File: config.mk
export PLATFORM = sky130hd
export DESIGN_NAME = stoch_scale
export DESIGN_NICKNAME = d
export VERILOG_FILES = /design/src/rtl/stoch_scale.sv
export SDC_FILE = /design/constraint.sdc
export NUM_CORES = 1
export LEC_CHECK = 0
export CAP_MARGIN = 20
export CORE_AREA = 3 3 40 42
export CTS_CLUSTER_SIZE = 30
export DETAILED_ROUTE_END_ITERATION = 7
export DIE_AREA = 0 0 43 45
export PLACE_DENSITY = 0.5
export SYNTH_ARGS = -nofsm -noshare
export SYNTH_HDL_FRONTEND = slang
export SYNTH_SLANG_ARGS = --single-unit
File: constraint.sdc
create_clock -name CLK -period 2.9 [get_ports CLK]
set_input_delay 0.58 -clock CLK [delete_from_list [all_inputs] [get_ports CLK]]
set_output_delay 0.58 -clock CLK [all_outputs]
set_load 0.1 [all_outputs]
File: src/rtl/stoch_scale.sv
// Stochastic gain stage: scales a unipolar bitstream probability by GAIN using a saturating credit counter.
// Optional macro STOCH_SCALE_CREDIT_OUT_EN exposes the credit register on credit_out.
module stoch_scale #(
  parameter int GAIN        = 2,
  parameter int MAX_CREDIT  = 7,
  parameter int CREDIT_SIZE = $clog2(MAX_CREDIT + GAIN + 1)
) (
  input  logic                   CLK,
  input  logic                   RST,
  input  logic                   in_valid,
  input  logic                   a,
  input  logic                   clear,
  output logic                   out_valid,
  output logic                   y,
`ifdef STOCH_SCALE_CREDIT_OUT_EN
  output logic [CREDIT_SIZE-1:0] credit_out,
`endif
  output logic                   sat
);

  localparam logic [CREDIT_SIZE-1:0] GAIN_W = CREDIT_SIZE'(GAIN);
  localparam logic [CREDIT_SIZE-1:0] MAX_W  = CREDIT_SIZE'(MAX_CREDIT);

  logic [CREDIT_SIZE-1:0] credit;
  logic [CREDIT_SIZE-1:0] sum;
  logic [CREDIT_SIZE-1:0] clipped;
  logic [CREDIT_SIZE-1:0] credit_nxt;
  logic                   over;
  logic                   emit;

  // CREDIT_SIZE is wide enough that credit + GAIN never wraps before the clip.
  always_comb begin
    sum        = credit + (a ? GAIN_W : '0);
    over       = (sum > MAX_W);
    clipped    = over ? MAX_W : sum;
    emit       = (clipped != '0);
    credit_nxt = clipped - CREDIT_SIZE'(emit);
  end

  always_ff @(posedge CLK or posedge RST) begin
    if (RST) begin
      credit    <= '0;
      sat       <= 1'b0;
      y         <= 1'b0;
      out_valid <= 1'b0;
    end else if (clear) begin
      credit    <= '0;
      sat       <= 1'b0;
      y         <= 1'b0;
      out_valid <= 1'b0;
    end else if (in_valid) begin
      credit    <= credit_nxt;
      if (over) sat <= 1'b1;
      y         <= emit;
      out_valid <= 1'b1;
    end else begin
      // Bubbles hold credit and never produce ones.
      y         <= 1'b0;
      out_valid <= 1'b0;
    end
  end

`ifdef STOCH_SCALE_CREDIT_OUT_EN
  assign credit_out = credit;
`endif

endmodule
# Yosys cells after proc, flatten, opt, wreduce, memory -nomap -nowiden

Index checks and enable logic that the tools add are counted.

Register bits after elaboration: 7
Bits in latches: 0
Memory bits (writable): 0
Bits in read-only memories: 0
Input port bits: 5
Output and inout port bits: 3
Word-level logic and storage cells: 22
Memories: 0

Add/sub/neg operators: 2
Multiply operators: 0
Divide/modulo/power cells: 0
Magnitude comparators: 1
Eq/ne operators: 0
Shift-type cells: 0
Muxes and demuxes: 11
Bitwise operators: 0
Reductions and logical operators: 4

Operators by type and width:

| kind                                                                  | count |
|---|---|
| 4-bit 2-to-1 mux                                                      | 3 |
| 1-bit 2-to-1 mux                                                      | 7 |
| 4-bit by 2-bit adder with 4-bit output                                | 1 |
| 4-bit by 3-bit > comparator with 1-bit output (second input constant) | 1 |
| 2-bit nonzero test                                                    | 2 |
| 4-bit nonzero test                                                    | 1 |
| 4-bit by 1-bit subtractor with 4-bit output                           | 1 |
| 2-bit 2-to-1 mux                                                      | 1 |
| 2-bit AND reduction                                                   | 1 |

# Logic depth before layout (Yosys ltp)

Gate-level depths: netlist of run 1.

Depth after elaboration: 8
Gate-level depth with buffers: 10
Mapped depth without buffers: 10

# Worst setup path before layout of run 1

OpenSTA, ideal clock, no wires.

Kind: input -> register
Start: input a
End: register credit[2]
Setup time: 0.139 ns
Arrival time: 2.375 ns
Slack: 0.386 ns
Stages on the path: 9
Path buffers: 0
Cell sequence: ha_1 > ha_1 > xor2_2 > nor2_1 > ha_1 > ha_1 > nor2_1 > and3_1 > or4_1

Word-level cells in the longest chain between the ends: 8

Ends and longest elaborated chain:

| element                                       | RTL line | text |
|---|---|---|
| start, declared                               | 11       | `input logic a,` |
| 2-bit 2-to-1 mux *                            | 33       | `sum = credit + (a ? GAIN_W : '0);` |
| 4-bit by 2-bit adder with 4-bit output *      | 33       |  |
| 4-bit by 3-bit > comparator with 1-bit output | 34       | `over = (sum > MAX_W);` |
| 4-bit 2-to-1 mux *                            | 35       | `clipped = over ? MAX_W : sum;` |
| 4-bit nonzero test                            | 36       | `emit = (clipped != '0);` |
| 4-bit by 1-bit subtractor with 4-bit output * | 37       | `credit_nxt = clipped - CREDIT_SIZE'(emit);` |
| 4-bit 2-to-1 mux *                            | 51       | `end else if (in_valid) begin` |
| 4-bit 2-to-1 mux *                            | 46       | `end else if (clear) begin` |
| end signal, assigned                          | 52       | `credit <= credit_nxt;` |
| end, declared                                 | 24       | `logic [CREDIT_SIZE-1:0] credit;` |

Every way passes the cells marked *; elsewhere a longest branch is shown, timed or not. The select of a mux whose other input is x is not followed.
A chain may end at the register's enable or synchronous reset.

# Worst setup path in the final report of run 1

Same ends and word-level chain as after synthesis.

==> results of run 1 <==
-- registers in the layout (all words and copies together), names as in the netlist --
signal / cells
y: 1
credit: 4
sat: 1
out_valid: 1
-- cell families (layout without fill, tap and decap cells) --
group,count (synthesis),after routing,share of synthesized area [%]
AND/OR/NAND/NOR,17,17,23.6
flip-flops,7,7,44.7
AO/OA/AOI/OAI,6,6,10.5
adder cells (fa/ha/maj),4,4,12.8
buffers and inverters,4,14,4.15
XOR/XNOR,1,1,4.15
-- worst paths after layout --
path / end / cells past startpoint / slack (ns)
setup / recovery: credit[2] / 10 / 0.17
max in group asynchronous: credit[0] / 2 / 2.13
hold / removal: sat / 2 / 0.52
min in group asynchronous: credit[2] / 2 / 0.55
hold reg to reg: sat / 2 / 0.52
setup reg to reg: credit[2] / 9 / 0.54
-- layout by cell type (no fill, tap or decap) --
master           count
a211oi_1             2
a21boi_0             1
a21oi_1              2
and3_1               1
buf_4                4
clkbuf_1             1
clkbuf_4             3
clkdlybuf4s50_1      4
dfrtp_1              7
ha_1                 4
inv_1                2
nand2_1              2
nand3b_1             1
nor2_1               6
nor2_2               1
nor2b_1              1
nor3b_1              2
nor4_1               1
nor4bb_1             1
o32ai_1              1
or4_1                1
xor2_2               1
-- cell usage after synthesis (all sizes together) --
master and instances:
inv 2, a211oi 2, dfrtp 7, nand3b 1, or4 1, nand2 2, clkbuf 2, nor2b 1
nor3b 2, xor2 1, nor4 1, nor4bb 1, and3 1, o32ai 1, a21boi 1, nor2 7
ha 4, a21oi 2
-- metal layers --
layer | share of wire [%] | GRT usage [%] | vias to the layer above
met5 | 0 | 0 | -
met4 | 3.8 | 10.8 | 0
met3 | 6.6 | 4.38 | 3
met2 | 49 | 14.7 | 8
met1 | 40 | 11.2 | 153
li1 | - | - | 157
-- power by group through the flow --
stage,Sequential (mW),Combinational [mW],Clock (mW)
2_1_floorplan,0.164,0.0935,0
3_3_place_gp,0.130,0.163,0
3_5_place_dp,0.131,0.167,0
4_1_cts,0.130,0.169,0.0981
5_1_grt,0.132,0.195,0.102
6_report,0.130,0.169,0.0941
-- tightest hold or removal path: cells and delay by family (launching register included) --
family	cells	cell delay, ns
and+or+nand+nor	1	0.08
DFF	1	0.35
AOI/OAI and AO/OA	1	0.05
-- final cells by class --
| cell class | count | area, um^2 | area share (%) |
|---|---|---|---|
| well taps | 15 | 18.8 | 3.75 |
| clock buffers | 4 | 26.3 | 5.25 |
| inverters | 2 | 7.51 | 1.50 |
| multi-input cells | 28 | 203 | 40.5 |
| repair buffers | 8 | 70.1 | 14.0 |
| flip-flops and latches | 7 | 175 | 35.0 |
-- timing repair --
item                                    CTS  global route
endpoints found under the setup margin    0             1
hold buffers                              0             0
gates resized for setup                   0             1
endpoints found under the hold margin     0             0
==> impl_metrics.ini, run 1 <==
[timing]
post-route-period-util_pct = 94.0
holdWs_ns = 0.520
finalCriticalPeriod_ns = 2.73
max_freq_ghz = 0.367
worst-slew-pin-transition_ns = 0.359
finalMaxSlewViolations = 0
setup_viol = 0
skew_ns = 0.00549
setup_tns_ns = 0
rsz0062_at_grt = no
slew_headroom_pct = 76.0
hold_viol = 0
postLayoutSetupSlackWorst_ns = 0.173

[flow_run]
cap_viol_max_count = 0

[logic_synthesis]
syn_avg_cell_area_um2 = 10.0
yosys_warnings = 0
syn_area_um2 = 392
synth_top_cell_area_share_pct = 44.7
ys_seq_elements = 7
ys_seq_area_share_pct = 44.7
synth_nets = 48
synthCells = 39
synth_area_leaders = dfrtp_1 (45%), ha_1 (13%), nor2_1 (6.7%), xor2_2 (4.2%), a211oi_1 (3.8%)
yosysTopAreaCell = dfrtp_1
yosysUniqueCellTypes = 19

[die]
die_y_um = 45
fp.dieW_um = 43
die_area_um2 = 1940
core_area_um2 = 1280
boundaryPins = 8
rows = 13
start_util_pct = 30.5

[layout]
fin_util_pct = 38.9
final-instance-count-excl-fill = 64
antenna_cells = 0
final_nets = 59
syn2layout_area_growth_pct = 27.8
fillCellCount = 122
fin_area_um2 = 500
drive_gt1_share_pct = 18.4

[drt]
drc = 0
routed_wl_um = 773
routed_via_density = 5.02
firstDrtPassIters = 2
wire_per_inst_um = 12.1
vias = 321
ant_nets = 0
drtIter0Drc = 3

[clocking]
cts_sinks = 7
clock_latency_ns = 0.26
htree_levels = 1
cts_setup_buffers = 0
clkTransAtPathRegs_ns = 0.06
cts_tree = done
cts_buffer_depth = 2
cts_buffers = 3
cts_root_buffer = clkbuf_4

[worst_setup_path]
path_max_fanout = 3
worst-path-buf-inv = 1
cp_data_arrival_time_ns = 2.86
worst_path_largest_cell_delay_ns = 0.50
cp_common_cell = ha_1
path_class = primary input to flip-flop
r2r_start = credit[1]
cp_cell_sequence = clkdlybuf4s50_1 > ha_1 > ha_1 > xor2_2 > nor2_2 > ha_1 > ha_1 > nor2_1 > and3_1 > or4_1
endpoint_kind = flip-flop
cp-start-kind = primary input
cp_slowest_cell = or4_1
critPathTopFamily = simple AND/OR/NAND/NOR gates
crit_start = a
cp.required_ns = 3.04

[power]
ir_worst_vdd_mv = 0.239
seqPwrFrac_pct = 33.1
comb_power_share_pct = 43.0
clkPwrFrac_pct = 23.9
power_uw = 393
intPower_uw = 237
cellLeakagePower_nw = 0.241
p_sw_share_pct = 39.7
switchingPower_uw = 156
pwr_density_cell_nw_per_um2 = 785

[global_routing]
grt_max_degree = 13
grt_first_pass_wirelength_mm = 1.37
grt_antenna_before_repair = 0
globalRouteOverflowTotal = 0
grt.total_usage_pct = 10.3
grt_pass1_vias = 335

[placed_design]
pre_cts_slack_ns = -0.145
port_buffers = 7
dp_cells = 60
gp_congestion = 0.703
placed_cell_area_um2 = 472

[worst_hold_path]
hold_path.class = flip-flop to flip-flop
hold_path_startpoint = sat

[run_status]
status = complete, no violations
Note: power is estimated with default switching activity, not from simulation.
==> run 2: changes to the inputs <==
- CORE_AREA: 3 3 40 42 -> 2 2 39 41
- DIE_AREA: 0 0 43 45 -> 0 0 41 43
- TNS_END_PERCENT: not set -> 30
==> run 2 against run 1 <==
Critical path type unchanged. Global-route usage grew 0.85 points. Via count shrank 1.9%. Cell area grew 1.7%. Clock skew fell by 0.0042 ns. Final cell count up 3.1%. Largest cell class unchanged. Critical path depth unchanged. Worst setup slack got worse by 0.030 ns. Hold slack worse by 0.0075 ns. Maximum frequency down 1.1%. Sequential power barely moved.
==> impl_metrics.ini, run 2 (same netlist as run 1, synthesis figures left out) <==
[layout]
fillCellCount = 140
antenna_cells = 0
syn2layout_area_growth_pct = 30.0
final-instance-count-excl-fill = 66
largest_reg_flops = 4
multi_input_area_um2 = 203
regArea_um2 = 175
top_register = credit
final_nets = 60
final_common_cell = dfrtp_1
drive_gt1_share_pct = 20.0
final_cell_mix = dfrtp_1 (7), nor2_1 (6), buf_4 (5), ha_1 (4), clkdlybuf4s50_1 (4)

[worst_setup_path]
rrSetupSlack_ns = 0.52
cp-start-kind = primary input
cp.required_ns = 3.02
path_max_fanout = 3
cp_data_arrival_time_ns = 2.87
r2r_end = credit[2]
worstRegToRegCells = 9
r2r_start = credit[1]
path_class = primary input to flip-flop
endpoint_kind = flip-flop

[drt]
wire_per_inst_um = 10.6
routed_wl_um = 701
ant_nets = 0
routed_via_density = 4.77
vias = 315
drc = 0
drtIter0Drc = 10
firstDrtPassIters = 2

[timing]
finalCriticalPeriod_ns = 2.76
worst-slew-pin-transition_ns = 0.374
skew_ns = 0.00128
setup_viol = 0
finalMaxSlewViolations = 0
post-route-period-util_pct = 95.1
postLayoutSetupSlackWorst_ns = 0.143
slew_headroom_pct = 75.0
hold_viol = 0
rsz0062_at_grt = no
max_freq_ghz = 0.363

[die]
boundaryPins = 8
rows = 14
die_y_um = 43
fp.dieW_um = 41
start_util_pct = 28.3
die_area_um2 = 1760
core_area_um2 = 1380

[clocking]
cts_tree = done
cts_sinks = 7
htree_levels = 1
clock_latency_ns = 0.25
cts_buffer_depth = 2
clkTransAtPathRegs_ns = 0.05
cts_hold_buffers = 0
cts_buffers = 3
cts_root_buffer = clkbuf_4

[power]
intPower_uw = 238
clkPwrFrac_pct = 22.5
p_sw_share_pct = 38.7
cellLeakagePower_nw = 0.247
pwr_density_cell_nw_per_um2 = 763
ir_worst_vdd_mv = 0.241
comb_power_share_pct = 44.0
switchingPower_uw = 150
seqPwrFrac_pct = 33.4

[placed_design]
port_buffers = 7
hpwl_um = 538
pre_cts_slack_ns = -0.159
gp_congestion = 0.800
dp_cells = 62

[flow_run]
cap_viol_max_count = 0

[worst_hold_path]
hold_path_startpoint = sat
min_delay_worst_endpoint = sat
min_path_cells = 2
hold_path.class = flip-flop to flip-flop

[run_status]
status = complete, no violations

[global_routing]
grt_pass1_vias = 304
grt_antenna_before_repair = 0
grt.total_usage_pct = 11.2
grt_max_degree = 13
globalRouteOverflowTotal = 0
grt_first_pass_wirelength_mm = 1.30
==> run 2: critical path, stage by stage <==
cell	delay, ns
clkdlybuf4s50_1	0.40
ha_1	0.20
ha_1	0.22
xor2_2	0.20
nor2_2	0.13
ha_1	0.20
ha_1	0.20
nor2_1	0.05
and3_1	0.18
or4_1	0.52
==> run 2: what timing repair did <==
action | CTS | global route
hold endpoints to repair | 0 | 0
setup buffers | 0 | 0
setup endpoints to repair | 0 | 1
gates resized for setup | 0 | 1
==> run 2: worst max path at each step <==
stage	from	to	slack, ns	cells past startpoint
floorplan	a	credit[2]	0.39	9
global placement	a	credit[2]	-0.10	10
detailed placement	a	credit[2]	-0.16	10
CTS	a	credit[2]	0.1	10
global route	a	credit[2]	0.03	11
finish	a	credit[2]	0.14	10
==> run 2: layer usage <==
layer | GRT usage [%] | up-vias | share of wire (%)
met5 | 0 | - | 0
met4 | 6.00 | 0 | 1.7
met3 | 4.71 | 2 | 3.3
met2 | 14.1 | 6 | 46
met1 | 15.8 | 146 | 49
li1 | - | 161 | -
==> run 2: power groups by stage <==
stage	Sequential [mW]	Combinational (mW)	Clock (mW)
2_1_floorplan	0.164	0.0935	0
5_1_grt	0.133	0.190	0.0985
3_5_place_dp	0.131	0.169	0
6_report	0.130	0.171	0.0874
3_3_place_gp	0.130	0.166	0
4_1_cts	0.130	0.171	0.0896
==> run 2: through the flow <==
step / TNS [ns] / area (um^2) / total power, mW / hold slack, ns / utilization, %
after floorplan: 0 / 392 / 0.258 / 0.383 / -
after global placement: -0.103 / 480 / 0.296 / 0.494 / 34.7
after detailed placement: -0.159 / 480 / 0.301 / 0.505 / 34.7
after CTS: 0 / 507 / 0.390 / 0.519 / 36.6
after global routing: 0 / 509 / 0.421 / 0.559 / 36.8
final: 0 / 509 / 0.388 / 0.513 / 36.8
==> run 2: final cells by class <==
class,instances,share of cell area (%)
Sequential cell,7,34.4
Timing Repair Buffer,9,15.2
Tap cell,16,3.93
Inverter,2,1.47
Multi-Input combinational cell,28,39.8
Clock buffer,4,5.16
==> run 3: changes to the inputs <==
- ABC_AREA: not set -> 1
- PLACE_DENSITY: 0.5 -> 0.51
==> run 3 against run 2 <==
Synthesized cell count is 28% higher. Hold slack worse by 0.0045 ns. Power is 29% higher. Critical path type unchanged. Highest routed layer is now met3.
==> impl_metrics.ini, run 3 <==
[logic_synthesis]
synth_top_family_by_area = simple AND/OR/NAND/NOR gates
synth_most_common_cell = nand2_1
syn_area_um2 = 409
synth_common_cells = nand2_1 (11), inv_1 (10), dfrtp_1 (7), ha_1 (4), nand3_1 (4)
yosysUniqueCellTypes = 12
synthMuxAreaShare_pct = 0
ys_seq_elements = 7
synth_top_cell_area_share_pct = 42.8
synth_area_leaders = dfrtp_1 (43%), ha_1 (12%), nand2_1 (10%), inv_1 (9.2%), nand3_1 (4.9%)
synth_nets = 59
synth-async-reset-ratio_pct = 100
synth_simple_gate_area_share_pct = 28.1
yosysTopAreaCell = dfrtp_1
synthCells = 50
synth_edf_count = 0
ys_seq_area_share_pct = 42.8
synth_compound_area_share_pct = 5.81
synth-xor-area-share_pct = 0
syn_avg_cell_area_um2 = 8.18
ys.flop_type = dfrtp_1
yosys_warnings = 0
synth_fa_ha_area_share_pct = 12.2

[clocking]
cts_setup_buffers = 0
cts_sinks = 7
cts_hold_buffers = 0
clock_latency_ns = 0.25
cts_root_buffer = clkbuf_4
htree_levels = 1
clkTransAtPathRegs_ns = 0.05
cts_buffer_depth = 2
cts_tree = done
cts_buffers = 3
cts_resized = 0

[timing]
hold_viol = 0
slew_headroom_pct = 81.1
max_freq_ghz = 0.447
worst-slew-pin-transition_ns = 0.283
skew_ns = 0.00487
holdWs_ns = 0.508
rsz0062_at_grt = no
finalMaxSlewViolations = 0
finalCriticalPeriod_ns = 2.24
setup_tns_ns = 0
post-route-period-util_pct = 77.2
setup_viol = 0

[global_routing]
globalRouteOverflowTotal = 0
grt.total_usage_pct = 11.0
grt_max_degree = 8
grt_pass1_vias = 305
grt_first_pass_wirelength_mm = 1.23
grt_antenna_before_repair = 0

[flow_run]
cap_viol_max_count = 0

[placed_design]
gp_congestion = 0.688
hpwl_um = 575
port_buffers = 7
dp_cells = 73

[power]
clkPwrFrac_pct = 17.4
p_sw_share_pct = 44.3
ir_worst_vdd_mv = 0.349
switchingPower_uw = 223
pwr_density_cell_nw_per_um2 = 970
seqPwrFrac_pct = 29.4
comb_power_share_pct = 53.1
intPower_uw = 280
cellLeakagePower_nw = 0.273

[die]
fp.dieW_um = 41
die_y_um = 43
boundaryPins = 8
start_util_pct = 29.6
rows = 14
die_area_um2 = 1760
core_area_um2 = 1380

[drt]
drtIter0Drc = 3
routed_wl_um = 695
wire_per_inst_um = 9.03
ant_nets = 0
drc = 0
vias = 325
routed_via_density = 4.22
firstDrtPassIters = 2

[layout]
final-instance-count-excl-fill = 77
final_nets = 71
final_cell_mix = nand2_1 (11), inv_1 (10), dfrtp_1 (7)
antenna_cells = 0
final_common_cell = nand2_1
syn2layout_area_growth_pct = 26.6
largest_reg_flops = 4
top_register = credit
drive_gt1_share_pct = 23.0

[worst_setup_path]
worstRegToRegCells = 12
path_max_fanout = 4
path_class = primary input to flip-flop
endpoint_kind = flip-flop
cp_data_arrival_time_ns = 2.38
cp-start-kind = primary input
cp.required_ns = 3.04

[run_status]
status = complete, no violations

[worst_hold_path]
hold_path.class = flip-flop to flip-flop
min_path_cells = 2
[run 3: power groups by stage]
stage / clock, mW / combinational (mW) / sequential [mW]
5_1_grt: 0.0981 / 0.302 / 0.151
6_report: 0.0875 / 0.267 / 0.148
4_1_cts: 0.0928 / 0.270 / 0.149
3_5_place_dp: 0 / 0.268 / 0.150
2_1_floorplan: 0 / 0.171 / 0.190
3_3_place_gp: 0 / 0.270 / 0.150
[run 3: area by class of cell]
class / instances / area, um^2
inverter: 12 / 45.0
fill: 145 / 866
timing repair buffer: 7 / 62.6
clock buffer: 4 / 26.3
tap: 16 / 20.0
multi-input combinational: 31 / 189
sequential: 7 / 175
[run 3: critical path: stages]
cell	delay, ns
clkdlybuf4s50_1	0.41
ha_1	0.20
ha_1	0.20
inv_1	0.08
nand2_2	0.05
nand2_2	0.10
nand4_2	0.11
ha_1	0.22
ha_1	0.19
inv_1	0.05
nand3_1	0.07
nand3_1	0.08
nand2_1	0.05
[run 3: path summary, 6_finish.rpt]
path	startpoint	to	slack, ns
max reg2reg	credit[1]	credit[2]	1.04
max	a	credit[2]	0.66
max in group asynchronous	RST	credit[1]	2.11
min	credit[2]	credit[2]	0.51
min in group asynchronous	RST	y	0.56
min reg2reg	credit[2]	credit[2]	0.51
[run 3: layer usage]
layer | global-route usage [%] | routed length [um] | up-vias
met5 | 0 | 0 | -
met1 | 13.2 | 306 | 144
met3 | 9.42 | 36 | 0
li1 | - | - | 176
met2 | 15.0 | 353 | 5
met4 | 2.00 | 0 | 0
[run 3: cell families after synthesis]
kind of cell / count (synthesis)
fa+ha+maj: 4
simple gates: 23
buf+inv: 12
compound gates: 4
flops: 7
[run 3: per-stage QoR]
step           setup slack, ns  util [%]  area (um^2)  power, mW
4_1_cts                  0.655      37.4          518      0.511
5_1_grt                  0.505      37.4          518      0.551
3_3_place_gp             0.424      35.5          492      0.420
2_1_floorplan            0.930         -          409      0.361
3_5_place_dp             0.386      35.5          492      0.418
6_report                 0.661      37.4          518      0.502
==> RTL edit: new RTL, config.mk and constraints of run 1 <==
`GAIN`: 2 -> 4.
--- a/src/rtl/stoch_scale.sv
+++ b/src/rtl/stoch_scale.sv
@@ -1,7 +1,7 @@
 // Stochastic gain stage: scales a unipolar bitstream probability by GAIN using a saturating credit counter.
 // Optional macro STOCH_SCALE_CREDIT_OUT_EN exposes the credit register on credit_out.
 module stoch_scale #(
-  parameter int GAIN        = 2,
+  parameter int GAIN        = 4,
   parameter int MAX_CREDIT  = 7,
   parameter int CREDIT_SIZE = $clog2(MAX_CREDIT + GAIN + 1)
 ) (
Check against the original RTL: not equivalent (a bounded check fails within 4 cycles, from zero or initial values and one cycle with RST high).
==> RTL edit against run 1 <==
- combinational power increased by 20%
- synthesized area shrank 3.2%
- core utilization is 1.2 points lower
- via count fell by 2.5%
- wire length rose by 6.3%
- clock skew shrank 0.0010 ns
- count of clock-buffer cells in the layout is the same
- power up 8.6%
- design area decreased by 3.0%
- sequential cell count is the same
- worst hold slack got worse by 0.015 ns
- die area stayed put
- setup slack gained 0.041 ns
- cell count fell by 1.6%
- largest cell class unchanged
==> RTL edit: results (changes against run 1) <==
Status - finished clean
Worst VDD drop - 0.000331 V (+38%)
Routability cong. - 0.766 (+8.9%)
Reg2Reg Depth - 8 (-1)
Synth top area cells - dfrtp_1, ha_1, nor2_1
Clock slew at reported path FFs - 0.06 ns (about the same)
CTS Root Cell - clkbuf_4
Syn nets - 46 (-4.2%)
Worst-Skew Late Latency - 0.26 ns (about the same)
Met1 WL - 360 microns (+16%)
Hold path depth - 2 (unchanged)
GRT Util Overall - 11.0% (+0.65 points)
Cells after Synth - 38 (-2.6%)
Largest register FFs - 4 (unchanged)
Synth cell types - 19 (unchanged)
Top cells by count, synth - dfrtp_1, nor2_1, ha_1
Met2 usage - 17.4% (+2.7 points)
Sw Pwr - 180 uW (+15%)
DRT iter0 DRCs - 8 (+5)
Pleak - 0.000229 uW (-5.1%)
M3 GR Usage - 5.58% (+1.2 points)
Skew final - 0.00445 ns (-0.00104 ns)
Most flop-heavy register - credit
Reg2Reg Setup Slack - 0.58 ns (+0.04 ns)
Post-DP Area - 459 sq um (-2.7%)
Share of layout cells above drive strength 1 - 16.7% (-1.7 points)
Max layer used - met4
Avg WL per Cell - 13.0 microns (+8.0%)
Layout Nets - 57 (-3.4%)
Drt via density - 4.97 (-0.94%)
Seq/Total Area, Yosys - 46.2% (+1.5 points)
Metal2 WL - 394 microns (+3.7%)
Placed cells - 59 (-1.7%)
Async SR Flop Fraction - 100% (unchanged)
Synth warnings - 0 (unchanged)
Met3 routed WL - 53 microns (+3.9%)
DR pass1 iterations - 4 (+2)
Setup WS post-layout - 0.215 ns (+0.0415 ns)
Postcts setup bufs - 0 (unchanged)
Worst EP arrival - 2.81 ns (-0.05 ns)
Dpl ws - -0.0464 ns (+0.0989 ns)
Hold path start - sat$_DFFE_PP0P_
Slew @ Worst Pin - 0.391 ns (+0.0321 ns)
PortBufs - 7 (unchanged)
Global-route wire length before repair - 1490 microns (+8.5%)
CTS max path bufs - 2 (unchanged)
GR Layer Usage met1 - 11.6% (+0.44 points)
Detailed-route via count - 313 (-2.5%)
Reg2Reg Launch Point - credit[2]$_DFFE_PP0P_
# fillers - 139 (+14%)
Number of global-route vias before repair - 341 (+1.8%)
Worst Hold Slack - 0.505 ns (-0.0155 ns)
[RTL edit: area by class of cell]
| class | count | area [sq um] | share of cell area (%) |
|---|---|---|---|
| Timing Repair Buffer | 8 | 70.1 | 14.4 |
| Tap cell | 15 | 18.8 | 3.87 |
| Inverter | 2 | 7.51 | 1.55 |
| Multi-Input combinational cell | 27 | 188 | 38.7 |
| Sequential cell | 7 | 175 | 36.1 |
| Clock buffer | 4 | 26.3 | 5.41 |
[RTL edit: logic make-up after synthesis]
family          share of synthesized area (%)
compound gates                           10.9
xor+xnor                                 4.29
fa+ha+maj                                9.90
buf+inv                                  4.29
flops                                    46.2
simple gates                             24.4
[RTL edit: worst max-delay path by stage]
| stage | endpoint | start | cells after the start |
|---|---|---|---|
| 3_5_place_dp | credit[2]$_DFFE_PP0P_ | a | 9 |
| 5_1_grt | credit[2]$_DFFE_PP0P_ | a | 9 |
| 2_1_floorplan | credit[2]$_DFFE_PP0P_ | a | 8 |
| 6_report | credit[2]$_DFFE_PP0P_ | a | 9 |
| 3_3_place_gp | credit[2]$_DFFE_PP0P_ | a | 9 |
| 4_1_cts | credit[2]$_DFFE_PP0P_ | a | 9 |
[RTL edit: power by group through the flow]
stage | clock (uW) | combinational (uW) | sequential [uW]
final | 91.7 | 202 | 134
after global routing | 103 | 225 | 137
after CTS | 91.8 | 204 | 134
after detailed placement | 0 | 201 | 136
after global placement | 0 | 190 | 135
after floorplan | 0 | 102 | 179
[RTL edit: critical path, cell delays in order]
cell and delay, ns:
clkdlybuf4s50_1 0.40, ha_1 0.25, xor2_2 0.19, nor2_1 0.19, ha_1 0.22, ha_1 0.20, nor2_1 0.05, and3_1 0.19
or4_1 0.53
